$ cat config.mk
export PLATFORM = sky130hd
export DESIGN_NAME = uart_tx_sched
export DESIGN_NICKNAME = d
export VERILOG_FILES = /design/src/rtl/uart_tx_sched.sv
export SDC_FILE = /design/constraint.sdc
export NUM_CORES = 1
export LEC_CHECK = 0
export ABC_AREA = 0
export BUFFER_PORTS_ARGS = -buffer_cell sky130_fd_sc_hd__clkbuf_2
export CORE_MARGIN = 1
export CORE_UTILIZATION = 51
export CTS_CLUSTER_DIAMETER = 120
export DETAILED_ROUTE_END_ITERATION = 12
export PLACE_DENSITY_LB_ADDON = 0.2
export SLEW_MARGIN = 20
export SYNTH_ARGS = -nofsm -noshare
export SYNTH_HDL_FRONTEND = slang
export SYNTH_SLANG_ARGS = --single-unit
export TNS_END_PERCENT = 50
$ cat constraint.sdc
create_clock -name pclk -period 2.2 [get_ports pclk]
set_input_delay 0.33 -clock pclk [delete_from_list [all_inputs] [get_ports pclk]]
set_output_delay 0.33 -clock pclk [all_outputs]
set_load 0.01 [all_outputs]
$ cat src/rtl/uart_tx_sched.sv
`default_nettype none
// ============================================================================
// Module   : uart_tx_sched
// Brief    : Round-robin scheduler sharing one UART transmitter core among
//            NREQ byte requesters. Granted bytes go through a small FIFO and
//            are launched into the core with a send/busy handshake, followed
//            by a fixed inter-character gap. A busy timeout sets a sticky fault.
//            Optional macro UART_TX_SCHED_PRIO_EN gives requester 0 fixed
//            highest priority; requesters 1..NREQ-1 then round-robin.
// Revision : 1.0 - initial release
// ============================================================================
module uart_tx_sched #(
    parameter int NREQ       = 2,
    parameter int DSIZE      = 8,
    parameter int DEPTH      = 4,
    parameter int GAP_CYCLES = 2,
    parameter int BUSY_TO    = 16
) (
    input  logic                      pclk,
    input  logic                      presetn,
    input  logic                      enable,
    input  logic                      flush,
    input  logic [NREQ-1:0]           req,
    input  logic [NREQ*DSIZE-1:0]     req_data,
    output logic [NREQ-1:0]           gnt,
    output logic [DSIZE-1:0]          tx_din,
    output logic                      tx_send,
    input  logic                      tx_busy,
    output logic [$clog2(DEPTH):0]    level,
    output logic                      fault
);

    localparam int AW   = $clog2(DEPTH);
    localparam int LW   = AW + 1;
    localparam int PW   = (NREQ > 1) ? $clog2(NREQ) : 1;
    localparam int TMAX = (BUSY_TO > GAP_CYCLES) ? BUSY_TO : GAP_CYCLES;
    localparam int TW   = $clog2(TMAX + 1);
`ifdef UART_TX_SCHED_PRIO_EN
    localparam bit C_PRIO = 1'b1;
`else
    localparam bit C_PRIO = 1'b0;
`endif

    typedef enum logic [1:0] {
        IDLE      = 2'd0,
        WAIT_BUSY = 2'd1,
        WAIT_DONE = 2'd2,
        GAP       = 2'd3
    } state_t;

    state_t                r_state, w_state_nxt;
    logic [TW-1:0]         r_cnt, w_cnt_nxt;
    logic [PW-1:0]         r_ptr;
    logic [AW-1:0]         r_wptr, r_rptr;
    logic [LW-1:0]         r_count;
    logic [DSIZE-1:0]      r_mem [DEPTH];
    logic [DSIZE-1:0]      r_din;
    logic                  r_send, r_fault;
    logic                  w_can_grant, w_gnt_vld, w_pop, w_timeout;
    logic [PW-1:0]         w_gnt_idx;
    logic [DSIZE-1:0]      w_push_data;
    int                    w_cand;

    assign w_can_grant = enable && !flush && (r_count < LW'(DEPTH));
    assign w_push_data = req_data[w_gnt_idx*DSIZE +: DSIZE];

    // Arbiter: pick the first requester after the last granted one.
    always_comb begin
        w_gnt_vld = 1'b0;
        w_gnt_idx = '0;
        w_cand    = 0;
        gnt       = '0;
        if (w_can_grant) begin
            if (C_PRIO && req[0]) begin
                w_gnt_vld = 1'b1;
            end else begin
                for (int k = 1; k <= NREQ; k++) begin
                    w_cand = int'(r_ptr) + k;
                    if (w_cand >= NREQ) w_cand = w_cand - NREQ;
                    if (!w_gnt_vld && req[w_cand] && !(C_PRIO && w_cand == 0)) begin
                        w_gnt_vld = 1'b1;
                        w_gnt_idx = PW'(w_cand);
                    end
                end
            end
            if (w_gnt_vld) gnt[w_gnt_idx] = 1'b1;
        end
    end

    // Launch sequencer: next state, timer and pop decision.
    always_comb begin
        w_state_nxt = r_state;
        w_cnt_nxt   = r_cnt;
        w_pop       = 1'b0;
        w_timeout   = 1'b0;
        case (r_state)
            IDLE: begin
                // flush wins over a pop in the same cycle
                if (enable && !flush && (r_count != '0) && !tx_busy) begin
                    w_pop       = 1'b1;
                    w_state_nxt = WAIT_BUSY;
                    w_cnt_nxt   = '0;
                end
            end
            WAIT_BUSY: begin
                if (tx_busy) begin
                    w_state_nxt = WAIT_DONE;
                    w_cnt_nxt   = '0;
                end else if (int'(r_cnt) + 1 >= BUSY_TO) begin
                    // the byte is dropped, not retried
                    w_timeout   = 1'b1;
                    w_state_nxt = GAP;
                    w_cnt_nxt   = '0;
                end else begin
                    w_cnt_nxt = r_cnt + 1'b1;
                end
            end
            WAIT_DONE: begin
                if (!tx_busy) begin
                    w_state_nxt = GAP;
                    w_cnt_nxt   = '0;
                end
            end
            GAP: begin
                // a zero gap still spends one cycle here before IDLE
                if (int'(r_cnt) + 1 >= GAP_CYCLES) begin
                    w_state_nxt = IDLE;
                    w_cnt_nxt   = '0;
                end else begin
                    w_cnt_nxt = r_cnt + 1'b1;
                end
            end
            default: begin
                w_state_nxt = IDLE;
                w_cnt_nxt   = '0;
            end
        endcase
    end

    // Sequencer state, timer, launch outputs and sticky fault.
    always_ff @(posedge pclk or negedge presetn) begin
        if (!presetn) begin
            r_state <= IDLE;
            r_cnt   <= '0;
            r_send  <= 1'b0;
            r_din   <= '0;
            r_fault <= 1'b0;
        end else begin
            r_state <= w_state_nxt;
            r_cnt   <= w_cnt_nxt;
            r_send  <= w_pop;
            if (w_pop)     r_din   <= r_mem[r_rptr];
            if (w_timeout) r_fault <= 1'b1;
        end
    end

    // Round-robin pointer and FIFO pointers/occupancy.
    always_ff @(posedge pclk or negedge presetn) begin
        if (!presetn) begin
            r_ptr   <= '0;
            r_wptr  <= '0;
            r_rptr  <= '0;
            r_count <= '0;
        end else begin
            if (w_gnt_vld) r_ptr <= w_gnt_idx;
            if (flush) begin
                r_wptr  <= '0;
                r_rptr  <= '0;
                r_count <= '0;
            end else begin
                if (w_gnt_vld) r_wptr <= r_wptr + 1'b1;
                if (w_pop)     r_rptr <= r_rptr + 1'b1;
                if (w_gnt_vld && !w_pop)      r_count <= r_count + 1'b1;
                else if (!w_gnt_vld && w_pop) r_count <= r_count - 1'b1;
            end
        end
    end

    // FIFO storage; contents need no reset since occupancy gates reads.
    always_ff @(posedge pclk) begin
        if (w_gnt_vld) r_mem[r_wptr] <= w_push_data;
    end

    assign tx_send = r_send;
    assign tx_din  = r_din;
    assign level   = r_count;
    assign fault   = r_fault;

endmodule
`default_nettype wire

==> impl_metrics.env <==
export IMPL_status="finished, final reports clean"
export IMPL_hpwl_um=3306
export IMPL_vias_per_cell=5.107
export IMPL_core_area_um2=5107
export IMPL_grt_max_degree=26
export IMPL_fin_crit_sh_pct=94.11
export IMPL_routedWlPerCell_um=13.79
export IMPL_fin_nets=295
export IMPL_track_usage_pct=18.74
export IMPL_drt_wl_total_um=4632
export IMPL_h_tree_depth=3
export IMPL_async_flop_share_pct=43.86
export IMPL_drv_slew=0
export IMPL_maxCapViolCount=0
export IMPL_hold_violations=0
export IMPL_power_density_nw_per_um2=959.6
export IMPL_relSlewSlack_pct=56.93
export IMPL_clock_path_buffers=2
export IMPL_ys_seq_area_share_pct=58.73
export IMPL_cp_arrival_ns=2.33
export IMPL_ys_warn_count=0
export IMPL_power_leakage_uw=0.001441
export IMPL_final_cell_mix="37 x clkbuf_2, 35 x nand2_1, 32 x edfxtp_1, 25 x dfrtp_1, 19 x buf_4"
export IMPL_cp_endpoint="level[2]"
export IMPL_post_route_util_pct=64.53
export IMPL_synth_flop_cell="edfxtp_1"
export IMPL_endpoint_kind="flip-flop"
export IMPL_irDropWorstVdd_mv=0.4468
export IMPL_drtPass1Iterations=4
export IMPL_clock_latency_ns=0.33
export IMPL_antenna_found_initial=0
export IMPL_hold_path_class="in -> async"
export IMPL_max_freq_ghz=0.4830
export IMPL_setup_viol=0
export IMPL_switching_share_pct=29.23
export IMPL_ys_seq_elements=57
export IMPL_drive_above_1_share_pct=37.97
export IMPL_dieArea_um2=5592
export IMPL_start_util_pct=52.89
export IMPL_internal_power_uw=2238
export IMPL_first_iter_violations=78
export IMPL_period_needed_ns=2.070
export IMPL_cts_inserted_buffers=9
export IMPL_avgSynthCellArea_um2=13.57
export IMPL_vias=1716
export IMPL_fin_skew_ns=0.009418
export IMPL_cts_hold_buf=0
export IMPL_synthCells=199
export IMPL_cp_max_fo=4
export IMPL_layout_commonest_cell="clkbuf_2"
export IMPL_die_h_um=74.78
export IMPL_num_io_pins=38
export IMPL_synth_edf_count=32
export IMPL_crit_type="reg -> reg"
export IMPL_yosysUniqueCellTypes=46
export IMPL_synthesis_area_um2=2701
export IMPL_io_buffers=37
export IMPL_cp_required_ns=2.46
export IMPL_worst_setup_path_start_kind="flip-flop"
export IMPL_num_rows=26
export IMPL_grt_first_pass_wirelength_um=7265
export IMPL_switchingPower_uw=924.4
export IMPL_seq_power_share_pct=43.2
export IMPL_clockPowerShare_pct=29.7
export IMPL_grt_pass1_vias=1521
export IMPL_r2r_end="level[2]"
export IMPL_timing_hold_ws_ns=0.01452
export IMPL_cts_sinks=57
export IMPL_die_w_um=74.78
export IMPL_synth_nets=233
export IMPL_r2r_setup_slack_ns=0.13
export IMPL_ant_nets=0
export IMPL_area_delta_synth_final_pct=22.00
export IMPL_worst_pin_slew_ns=0.6461
export IMPL_place_gp_congestion=0.7734
export IMPL_cts_tree="done"
export IMPL_grt_overflow=0
export IMPL_num_antenna_cells=0
export IMPL_reg2reg_from="r_state[1]"
export IMPL_clk_pin_slew_ns=0.07
export IMPL_combPwrFrac_pct=27.1
export IMPL_cts_root_buffer="clkbuf_8"
export IMPL_worst_r2r_cell_count=10
export IMPL_crit_start="r_state[1]"
export IMPL_finalPower_uw=3162
export IMPL_drc=0
==> cell type report <==
cell class	count	area, um2
well taps	70	87.58
flip-flops and latches	57	1587
fillers	405	1812
clock inverters	7	71.32
inverters	10	40.04
repair buffers	57	347.8
clock buffers	9	123.9
multi-input cells	126	1039
==> power groups by stage <==
stage	combinational [uW]	sequential [uW]	clock [uW]
floorplan	519	1410	0
global placement	756	1380	0
detailed placement	775	1390	0
CTS	777	1370	954
global route	966	1380	1000
finish	856	1370	939
==> worst max-delay path, stage by stage (launching register included) <==
cell	delay [ns]
dfrtp_1	0.42
inv_2	0.12
ha_4	0.14
inv_1	0.04
or4_4	0.49
inv_4	0.08
nor2_1	0.05
fa_2	0.36
nor2_2	0.09
o21ai_1	0.06
a31oi_1	0.16
==> cell usage after synthesis, types with 2 or more instances <==
cell type  number  area share [%]
o211ai_1        2            0.56
mux4_2          8             6.7
edfxtp_1       32              36
nand3_1         2            0.37
a31oi_1         2            0.46
a22oi_1         2            0.56
and2_1          5             1.2
buf_6           2            0.83
a21oi_1         3            0.56
nand2b_1        3            0.69
ha_1           10             4.6
nand2_1        35             4.9
a21boi_0        2            0.56
mux2_4          8             4.4
inv_1           9             1.3
xor2_1          2            0.65
o21ai_0         6             1.1
xnor2_1         3            0.97
a21o_1          2            0.56
dfrtp_1        25              23
nor2_1         11             1.5
==> state kept, by name (all words and copies together), names as in the netlist <==
signal	flops
r_mem	32
tx_din	8
r_cnt	5
level	3
r_rptr	2
r_state	2
r_wptr	2
fault	1
r_ptr	1
tx_send	1
==> what timing repair did <==
| action | in CTS | in global routing |
|---|---|---|
| gates resized for setup | 0 | 3 |
| buffers inserted | 0 | 7 |
| endpoints found under the setup margin | 0 | 2 |
==> per-stage QoR <==
stage | instances | setup TNS, ns | worst slack [ns] | cell area [um2]
finish | 336 | 0 | 0.1296 | 3296
global route | 336 | -0.01623 | -0.01623 | 3296
CTS | 329 | 0 | 0.04268 | 3238
detailed placement | 313 | 0 | 0.05526 | 3043
global placement | 313 | 0 | 0.09006 | 3043
floorplan | 199 | 0 | 0.01493 | 2716
==> logic make-up (layout without fill, tap and decap cells) <==
family                   Yosys count  count (layout)  synth area share [%]
AND/OR/NAND/NOR                   66              66                 11.67
flip-flops                        57              57                 58.73
AO/OA/AOI/OAI                     27              27                 6.994
multiplexers                      16              16                 11.12
buffers and inverters             16              83                 3.473
adder cells (fa/ha/maj)           11              11                 5.373
XOR/XNOR                           6               6                 2.641
==> layer usage <==
layer	wire length, um	vias up	GRT usage (%)	part of all wire (%)
met5	0	-	0	0
met4	37	0	7.547	0.80
met3	179	4	7.229	3.9
met2	2288	36	29.03	49
met1	2126	828	23.81	46
li1	-	848	-	-
==> worst min path at each step <==
stage	start	endpoint	slack [ns]	cells past startpoint
after detailed placement	presetn	r_cnt[3]	0.39	1
after global routing	presetn	tx_din[0]	0.05	1
after CTS	presetn	tx_din[4]	0.03	1
final	presetn	fault	0.01	1
after global placement	presetn	r_cnt[4]	0.39	1
after floorplan	presetn	fault	0.03	0
Note: power is estimated with default switching activity, not from simulation.
